===== src/rtl/cpu_pkg.sv =====
// Shared definitions for the execute-side pipeline: ALU operation classes,
// ALU control opcodes, R-type funct codes and pipeline field widths.
package cpu_pkg;

    localparam int DATA_W    = 32;
    localparam int REG_W     = 5;
    localparam int ALUOP_W   = 4;
    localparam int ALUCTRL_W = 5;
    localparam int FUNCT_W   = 6;

    // ALU operation class from the main control unit
    localparam logic [ALUOP_W-1:0] ALUOP_RTYPE = 4'd0;
    localparam logic [ALUOP_W-1:0] ALUOP_ADD   = 4'd1;
    localparam logic [ALUOP_W-1:0] ALUOP_ADDU  = 4'd2;
    localparam logic [ALUOP_W-1:0] ALUOP_SUB   = 4'd3;
    localparam logic [ALUOP_W-1:0] ALUOP_AND   = 4'd4;
    localparam logic [ALUOP_W-1:0] ALUOP_OR    = 4'd5;
    localparam logic [ALUOP_W-1:0] ALUOP_XOR   = 4'd6;
    localparam logic [ALUOP_W-1:0] ALUOP_SLT   = 4'd7;
    localparam logic [ALUOP_W-1:0] ALUOP_SLTU  = 4'd8;
    localparam logic [ALUOP_W-1:0] ALUOP_LUI   = 4'd9;

    // Opcodes understood by the external ALU
    localparam logic [ALUCTRL_W-1:0] ALU_ADD  = 5'd0;
    localparam logic [ALUCTRL_W-1:0] ALU_ADDU = 5'd1;
    localparam logic [ALUCTRL_W-1:0] ALU_SUB  = 5'd2;
    localparam logic [ALUCTRL_W-1:0] ALU_SUBU = 5'd3;
    localparam logic [ALUCTRL_W-1:0] ALU_AND  = 5'd4;
    localparam logic [ALUCTRL_W-1:0] ALU_OR   = 5'd5;
    localparam logic [ALUCTRL_W-1:0] ALU_XOR  = 5'd6;
    localparam logic [ALUCTRL_W-1:0] ALU_NOR  = 5'd7;
    localparam logic [ALUCTRL_W-1:0] ALU_SLT  = 5'd8;
    localparam logic [ALUCTRL_W-1:0] ALU_SLTU = 5'd9;
    localparam logic [ALUCTRL_W-1:0] ALU_SLL  = 5'd10;
    localparam logic [ALUCTRL_W-1:0] ALU_SRL  = 5'd11;
    localparam logic [ALUCTRL_W-1:0] ALU_SRA  = 5'd12;
    localparam logic [ALUCTRL_W-1:0] ALU_SLLV = 5'd13;
    localparam logic [ALUCTRL_W-1:0] ALU_SRLV = 5'd14;
    localparam logic [ALUCTRL_W-1:0] ALU_SRAV = 5'd15;
    localparam logic [ALUCTRL_W-1:0] ALU_LUI  = 5'd16;

    // R-type funct field, instruction [5:0]
    localparam logic [FUNCT_W-1:0] FN_SLL  = 6'h00;
    localparam logic [FUNCT_W-1:0] FN_SRL  = 6'h02;
    localparam logic [FUNCT_W-1:0] FN_SRA  = 6'h03;
    localparam logic [FUNCT_W-1:0] FN_SLLV = 6'h04;
    localparam logic [FUNCT_W-1:0] FN_SRLV = 6'h06;
    localparam logic [FUNCT_W-1:0] FN_SRAV = 6'h07;
    localparam logic [FUNCT_W-1:0] FN_ADD  = 6'h20;
    localparam logic [FUNCT_W-1:0] FN_ADDU = 6'h21;
    localparam logic [FUNCT_W-1:0] FN_SUB  = 6'h22;
    localparam logic [FUNCT_W-1:0] FN_SUBU = 6'h23;
    localparam logic [FUNCT_W-1:0] FN_AND  = 6'h24;
    localparam logic [FUNCT_W-1:0] FN_OR   = 6'h25;
    localparam logic [FUNCT_W-1:0] FN_XOR  = 6'h26;
    localparam logic [FUNCT_W-1:0] FN_NOR  = 6'h27;
    localparam logic [FUNCT_W-1:0] FN_SLT  = 6'h2A;
    localparam logic [FUNCT_W-1:0] FN_SLTU = 6'h2B;

    // Control bits carried through ID/EX
    typedef struct packed {
        logic                 regWrite;
        logic                 memtoReg;
        logic                 memWrite;
        logic                 aluSrc;
        logic                 regDst;
        logic [ALUCTRL_W-1:0] aluControl;
    } idExCtrlT;

    // Control bits carried through EX/MEM
    typedef struct packed {
        logic regWrite;
        logic memtoReg;
        logic memWrite;
        logic zero;
    } exMemCtrlT;

endpackage


===== src/rtl/alu_ctrl_dec.sv =====
// ALU control decoder: maps ALUOp class (and funct for R-type) to an ALU opcode.
// Purely combinational, no latency; no flow control.
module alu_ctrl_dec
    import cpu_pkg::*;
(
    input  logic [ALUOP_W-1:0]   aluOp,
    input  logic [FUNCT_W-1:0]   funct,
    output logic [ALUCTRL_W-1:0] aluControl
);

    always_comb begin
        aluControl = ALU_ADD;
        if (aluOp == ALUOP_RTYPE) begin
            // Unknown funct codes fall back to ADD
            case (funct)
                FN_ADD:  aluControl = ALU_ADD;
                FN_ADDU: aluControl = ALU_ADDU;
                FN_SUB:  aluControl = ALU_SUB;
                FN_SUBU: aluControl = ALU_SUBU;
                FN_AND:  aluControl = ALU_AND;
                FN_OR:   aluControl = ALU_OR;
                FN_XOR:  aluControl = ALU_XOR;
                FN_NOR:  aluControl = ALU_NOR;
                FN_SLT:  aluControl = ALU_SLT;
                FN_SLTU: aluControl = ALU_SLTU;
                FN_SLL:  aluControl = ALU_SLL;
                FN_SRL:  aluControl = ALU_SRL;
                FN_SRA:  aluControl = ALU_SRA;
                FN_SLLV: aluControl = ALU_SLLV;
                FN_SRLV: aluControl = ALU_SRLV;
                FN_SRAV: aluControl = ALU_SRAV;
                default: aluControl = ALU_ADD;
            endcase
        end else begin
            case (aluOp)
                ALUOP_ADD:  aluControl = ALU_ADD;
                ALUOP_ADDU: aluControl = ALU_ADDU;
                ALUOP_SUB:  aluControl = ALU_SUB;
                ALUOP_AND:  aluControl = ALU_AND;
                ALUOP_OR:   aluControl = ALU_OR;
                ALUOP_XOR:  aluControl = ALU_XOR;
                ALUOP_SLT:  aluControl = ALU_SLT;
                ALUOP_SLTU: aluControl = ALU_SLTU;
                ALUOP_LUI:  aluControl = ALU_LUI;
                default:    aluControl = ALU_ADD;
            endcase
        end
    end

endmodule


===== src/rtl/id_ex_mem_pipe.sv =====
// Execute-side MIPS slice: ALU control decode, ID/EX register with RegDst/ALUSrc muxes, EX/MEM register.
// Latency two clocks decode to MEM; no stall, flushE only bubbles the ID/EX stage.
module id_ex_mem_pipe
    import cpu_pkg::*;
#(
    parameter int DW = DATA_W,
    parameter int RW = REG_W
) (
    input  logic          clock,
    input  logic          reset,

    input  logic [3:0]    ALUOp,
    input  logic [5:0]    funct,
    output logic [4:0]    ALUControlD,

    input  logic          RegWriteD,
    input  logic          MemtoRegD,
    input  logic          MemWriteD,
    input  logic          ALUSrcD,
    input  logic          RegDstD,
    input  logic [DW-1:0] Readdata1D,
    input  logic [DW-1:0] Readdata2D,
    input  logic [RW-1:0] RtD,
    input  logic [RW-1:0] RdD,
    input  logic [DW-1:0] ImmD,
    input  logic [DW-1:0] PCPlus4D,
    input  logic          flushE,

    output logic          RegWriteE,
    output logic          MemtoRegE,
    output logic          MemWriteE,
    output logic [4:0]    ALUControlE,
    output logic [DW-1:0] SrcAE,
    output logic [DW-1:0] SrcBE,
    output logic [DW-1:0] ImmE,
    output logic [DW-1:0] PCPlus4E,
    output logic [RW-1:0] WriteRegE,

    input  logic [DW-1:0] ALUOutE,
    input  logic          ZeroE,

    output logic          RegWriteM,
    output logic          MemtoRegM,
    output logic          MemWriteM,
    output logic          ZeroM,
    output logic [DW-1:0] ALUOutM,
    output logic [DW-1:0] WriteDataM,
    output logic [RW-1:0] WriteRegM
);

    idExCtrlT      ctrlD;
    idExCtrlT      ctrlE;
    exMemCtrlT     ctrlM;
    logic [DW-1:0] readData2E;
    logic [RW-1:0] rtE;
    logic [RW-1:0] rdE;

    alu_ctrl_dec uDec (
        .aluOp      (ALUOp),
        .funct      (funct),
        .aluControl (ALUControlD)
    );

    assign ctrlD = '{
        regWrite:   RegWriteD,
        memtoReg:   MemtoRegD,
        memWrite:   MemWriteD,
        aluSrc:     ALUSrcD,
        regDst:     RegDstD,
        aluControl: ALUControlD
    };

    // ID/EX: a flush kills only the side-effecting controls; datapath fields still load
    always_ff @(posedge clock) begin
        if (reset) begin
            ctrlE      <= '0;
            SrcAE      <= '0;
            readData2E <= '0;
            ImmE       <= '0;
            PCPlus4E   <= '0;
            rtE        <= '0;
            rdE        <= '0;
        end else begin
            ctrlE      <= ctrlD;
            SrcAE      <= Readdata1D;
            readData2E <= Readdata2D;
            ImmE       <= ImmD;
            PCPlus4E   <= PCPlus4D;
            rtE        <= RtD;
            rdE        <= RdD;
            if (flushE) begin
                ctrlE.regWrite   <= 1'b0;
                ctrlE.memtoReg   <= 1'b0;
                ctrlE.memWrite   <= 1'b0;
                ctrlE.aluControl <= ALU_ADD;
            end
        end
    end

    assign RegWriteE   = ctrlE.regWrite;
    assign MemtoRegE   = ctrlE.memtoReg;
    assign MemWriteE   = ctrlE.memWrite;
    assign ALUControlE = ctrlE.aluControl;
    assign SrcBE       = ctrlE.aluSrc ? ImmE : readData2E;
    assign WriteRegE   = ctrlE.regDst ? rdE : rtE;

    // Store data is always rt, independent of the ALUSrc operand choice
    always_ff @(posedge clock) begin
        if (reset) begin
            ctrlM      <= '0;
            ALUOutM    <= '0;
            WriteDataM <= '0;
            WriteRegM  <= '0;
        end else begin
            ctrlM      <= '{
                regWrite: ctrlE.regWrite,
                memtoReg: ctrlE.memtoReg,
                memWrite: ctrlE.memWrite,
                zero:     ZeroE
            };
            ALUOutM    <= ALUOutE;
            WriteDataM <= readData2E;
            WriteRegM  <= WriteRegE;
        end
    end

    assign RegWriteM = ctrlM.regWrite;
    assign MemtoRegM = ctrlM.memtoReg;
    assign MemWriteM = ctrlM.memWrite;
    assign ZeroM     = ctrlM.zero;

endmodule


===== config.mk =====
export PLATFORM = sky130hd
export DESIGN_NAME = id_ex_mem_pipe
export DESIGN_NICKNAME = d
export VERILOG_FILES = /design/src/rtl/cpu_pkg.sv /design/src/rtl/alu_ctrl_dec.sv /design/src/rtl/id_ex_mem_pipe.sv
export SDC_FILE = /design/constraint.sdc
export NUM_CORES = 1
export LEC_CHECK = 0
export BUFFER_PORTS_ARGS = -buffer_cell sky130_fd_sc_hd__clkbuf_2
export CAP_MARGIN = 40
export CORE_AREA = 3 3 157 159
export CTS_CLUSTER_DIAMETER = 200
export DETAILED_ROUTE_END_ITERATION = 16
export DIE_AREA = 0 0 160 162
export PLACE_DENSITY = 0.58
export SLEW_MARGIN = 40
export SYNTH_ARGS = -nofsm -noshare
export SYNTH_HDL_FRONTEND = slang
export SYNTH_HIERARCHICAL = 1
export SYNTH_SLANG_ARGS = --single-unit
export TNS_END_PERCENT = 30

===== constraint.sdc =====
create_clock -name clock -period 2.4 [get_ports clock]
set_input_delay 0.48 -clock clock [delete_from_list [all_inputs] [get_ports clock]]
set_output_delay 0.48 -clock clock [all_outputs]
set_load 0.01 [all_outputs]

Word-level counts from Yosys, hierarchy flattened
Memories as Yosys holds them, arrays and structs flattened.
Index checks and enable logic that the tools add are counted.
{"block": "classes", "addsub": 0, "n_lt_le_gt_ge": 0, "bitwise": 0, "n_reduce_logical": 2, "n_mul": 0, "n_eq_ne": 0, "n_mux": 3, "n_div": 0, "n_shift": 0}
{"operator": "32-bit two-way mux", "n": 1}
{"operator": "5-bit two-way mux", "n": 2}
{"operator": "4-bit logical NOT", "n": 1}
{"operator": "2-bit OR reduction", "n": 1}
{"block": "word_totals", "latch_bits": 0, "mem_count": 2, "romBits": 336, "out_inout_bits": 219, "mem_bits_rw": 0, "register_bits": 221, "word_cells": 26}
{"name": "(no name shown)", "depth": 64, "width": 4, "read_ports": 1, "rd_ports_with_merged_regs": 0, "write_ports": 0, "line": "alu_ctrl_dec.sv:15", "rtl": "case (funct)"}
{"name": "(no name shown)", "depth": 16, "width": 5, "read_ports": 1, "rd_ports_with_merged_regs": 0, "write_ports": 0, "line": "alu_ctrl_dec.sv:35", "rtl": "case (aluOp)"}

Depth between registers and ports, before layout
{"block": "depth", "depth_word": 2, "ltp_mapped": 6, "mapped_depth_nobuf": 6}

Cells and area by module
The synthesis kept the hierarchy.
{"module": "id_ex_mem_pipe", "instances": 1, "area_each_um2": 6403.6, "seq_area_each_um2": 4424.2, "cells_per_inst": 512}
{"module": "alu_ctrl_dec", "instances": 1, "area_each_um2": 296.5, "seq_area_each_um2": 0.0, "cells_per_inst": 40}

Worst setup path before layout
OpenSTA, ideal clock, no wires.
{"block": "synth_path", "kind": "input port to output port", "startpoint": "in ALUOp[1]", "endpoint": "out ALUControlD[1]", "path_stages": 3, "arrival_ns": 1.682, "t_required_ns": 1.920, "setup_slack_ns": 0.238, "cell_sequence": "buf_6 > or4_4 > o41ai_1"}
{"block": "synth_between", "elab_chain_len": 2, "elab_cells_between_ends": 3, "classes_between": "mux: 1; reduce/logical: 1; memory: 1"}
{"element": "start: declaration", "line": "id_ex_mem_pipe.sv:12", "rtl": "input logic [3:0] ALUOp,"}
{"element": "memory read 16 x 5 bit / 4-bit logical NOT (equally long branches)"}
{"element": "5-bit two-way mux *", "line": "alu_ctrl_dec.sv:13", "rtl": "if (aluOp == ALUOP_RTYPE) begin"}
{"element": "end: declaration", "line": "id_ex_mem_pipe.sv:14", "rtl": "output logic [4:0] ALUControlD,"}
Mark *: on every way between the ends. The rest lies on a longest branch, timed or not.

Worst setup path in the final report
Same ends and word-level chain as after synthesis.

==> impl_metrics.yaml <==
timing:
  fmax_mhz: 438.9
  fin_skew_ns: 0.005121
  grt_setup_unrepaired: "false"
  relSlewSlack_pct: 66.83
  hold_violations: 0
  setup_viol_count_final: 0
  worstMarginPinSlew_ns: 0.4976
  fin_tns_setup_ns: 0
  fin_crit_sh_pct: 94.93
  drv_slew: 0
  finalCriticalPeriod_ns: 2.278
yosys:
  synth-main-ff-cell: "dfxtp_1"
  synth_area_um2: 6700
  ys_seq_elements: 221
  synthesis.nets: 744
  synth_seq_area_share_pct: 66.03
  ys_warn_count: 6
  synth.avg_cell_area_um2: 12.14
  synth-async-reset-ratio_pct: 0
  synth.distinct_cells: 32
  synth_edf_count: 0
  synth_cells: 552
routing:
  drtPass1Iterations: 4
  viasPerCell: 3.946
  drc: 0
  wl_um: 18570
  wl_per_cell_um: 14.39
  dr_total_vias: 5090
  first_iter_violations: 185
  final_antenna_net_count: 0
die:
  die_y_um: 162
  rows: 56
  dieWidth_um: 160
  io_pins: 408
  die_area_um2: 25920
  core_area_um2: 23400
  initial_utilization_pct: 28.63
cells_and_area:
  synthToLayoutAreaGrowth_pct: 46.63
  n_antenna_cell: 0
  fin_area_um2: 9824
  num-nets-final: 1150
  drive_gt1_share_pct: 50.46
clock_network:
  post-cts-setup-buffer-count: 0
  clk_pin_slew_worst_paths_ns: 0.06
  insertion_delay_ns: 0.50
  cts_tree: "yes"
  cts-resized-gates: 0
  cts_inserted_buffers: 24
  cts.sinks: 221
  hold_buffers: 0
  clockBufferDepth: 3
  htree_levels: 1
  cts_root_buf: "clkbuf_16"
grt:
  grt_pass1_vias: 5077
  overflow: 0
  grt_max_degree: 58
  grt_first_pass_wirelength_um: 28260
  grt_use_total_pct: 13.57
  antenna_found_initial: 0
setup_path:
  crit_type: "in2out"
  arrival_ns: 1.80
  crit_required_ns: 1.92
  cp-start-kind: "input port"
  cp-end-kind: "output pin"
  worst-path-max-fanout: 9
hold_path:
  hold_path.class: "in2reg"
power_and_ir_drop:
  powerDensity_nw_per_um2: 844.6
  leakagePower_nw: 4.805
  vdd_drop_max_mv: 0.4201
place:
  gp_congestion: 0.8186
  io_buffers: 407
  dp_hpwl_um: 14440
  dpl-instance-area_um2: 9040
job:
  timing.max_cap.violations: 0
status:
  status: "complete, no violations"
[power by group]
| part | internal [W] | switching [W] | total, W |
|---|---|---|---|
| Clock | 0.00225 | 0.00137 | 0.00362 |
| Combinational | 0.000389 | 0.000368 | 0.000758 |
| Sequential | 0.00386 | 0.0000641 | 0.00392 |
| Total | 0.00649 | 0.00180 | 0.00830 |
[worst max-delay path: stages]
cell      delay [ns]
clkbuf_2        0.15
or4_4           0.57
o41ai_1         0.39
clkbuf_2        0.20
[cells in the mapped netlist (2+ instances only)]
| cell | instances | area (um^2) |
|---|---|---|
| buf_2 | 19 | 95.09 |
| nand2_1 | 4 | 15.01 |
| buf_6 | 2 | 22.52 |
| o41ai_1 | 2 | 17.52 |
| dfxtp_1 | 221 | 4424 |
| nor2b_1 | 215 | 1345 |
| inv_1 | 2 | 7.510 |
| buf_4 | 8 | 60.06 |
| nor3_1 | 3 | 15.01 |
| clkbuf_1 | 5 | 18.77 |
| nor2_1 | 2 | 7.510 |
| and2_1 | 8 | 50.05 |
| nand3b_1 | 3 | 22.52 |
| mux2i_1 | 3 | 30.03 |
| mux2_1 | 2 | 22.52 |
| ha_1 | 3 | 37.54 |
| mux2_2 | 35 | 394.1 |
[cell type report]
class | instances | area (um^2)
Fill cell | 2367 | 13580
Multi-Input combinational cell | 294 | 2067
Clock buffer | 34 | 709.4
Timing Repair Buffer | 415 | 2141
Inverter | 2 | 7.507
Tap cell | 319 | 399.1
Clock inverter | 5 | 75.07
Sequential cell | 221 | 4425
[flip-flops by register name, summed over array words and instances, names as in the netlist]
| signal | cells |
|---|---|
| RegWriteE | 1 |
| MemWriteE | 1 |
| ZeroM | 1 |
| RegWriteM | 1 |
| MemtoRegM | 1 |
| WriteDataM | 32 |
| rdE | 5 |
| ctrlE | 2 |
| WriteRegM | 5 |
| MemtoRegE | 1 |
| rtE | 5 |
| SrcAE | 32 |
| PCPlus4E | 32 |
| ALUControlE | 5 |
| readData2E | 32 |
| ImmE | 32 |
| MemWriteM | 1 |
| ALUOutM | 32 |
[routing by layer]
| metal | global-route usage, % | routed length, um | vias to the layer above |
|---|---|---|---|
| li1 | - | - | 2529 |
| met1 | 15.42 | 7153 | 2265 |
| met2 | 23.34 | 8954 | 248 |
| met3 | 4.999 | 1831 | 48 |
| met4 | 5.168 | 627 | 0 |
| met5 | 0 | 0 | - |
[layout by cell type, fill, tap and decap left out, drive strengths merged, types with 2 or more instances in the layout]
| master | count |
|---|---|
| mux2 | 37 |
| inv | 2 |
| and2 | 8 |
| nor2b | 215 |
| mux2i | 3 |
| nor3 | 3 |
| o41ai | 2 |
| dfxtp | 221 |
| nor2 | 3 |
| buf | 9 |
| ha | 3 |
| clkinv | 3 |
| nand3b | 3 |
| bufinv | 2 |
| nand2 | 4 |
| clkbuf | 440 |
[final timing paths]
path / depth (start not counted) / slack (ns) / start / end
worst min-delay path: 2 / 0.18 / RegWriteD / RegWriteE$_SDFF_PP0_
worst min register to register: 1 / 0.46 / readData2E[4]$_SDFF_PP0_ / WriteDataM[4]$_SDFF_PP0_
worst max-delay path: 4 / 0.12 / ALUOp[1] / ALUControlD[1]
worst max register to register: 2 / 1.25 / ctrlE[5]$_SDFF_PP0_ / WriteRegM[2]$_SDFF_PP0_
[logic make-up (layout without fill, tap and decap cells)]
| family | count (synthesis) | count (layout) | synth area share (%) |
|---|---|---|---|
| buf+inv | 37 | 456 | 3.119 |
| compound gates | 7 | 7 | 0.7843 |
| xor+xnor | 1 | 1 | 0.1307 |
| flops | 221 | 221 | 66.03 |
| mux | 40 | 40 | 6.667 |
| fa+ha+maj | 3 | 3 | 0.5603 |
| simple gates | 243 | 243 | 22.71 |
[metrics by stage]
| step | total power (W) | std cells | hold WS [ns] | util, % | setup slack [ns] |
|---|---|---|---|---|---|
| 5_1_grt | 0.008682 | 1290 | 0.1656 | 41.98 | 0.03581 |
| 6_report | 0.008298 | 1290 | 0.1765 | 41.98 | 0.1217 |
| 3_5_place_dp | 0.004771 | 1251 | 0.4503 | 38.63 | 0.1145 |
| 4_1_cts | 0.008446 | 1290 | 0.1460 | 41.98 | 0.1254 |
| 3_3_place_gp | 0.004762 | 1251 | 0.4407 | 38.63 | 0.1526 |
| 2_1_floorplan | 0.004353 | 552 | 0.4303 | - | 0.2376 |
Power figures use the tool's default switching activity.
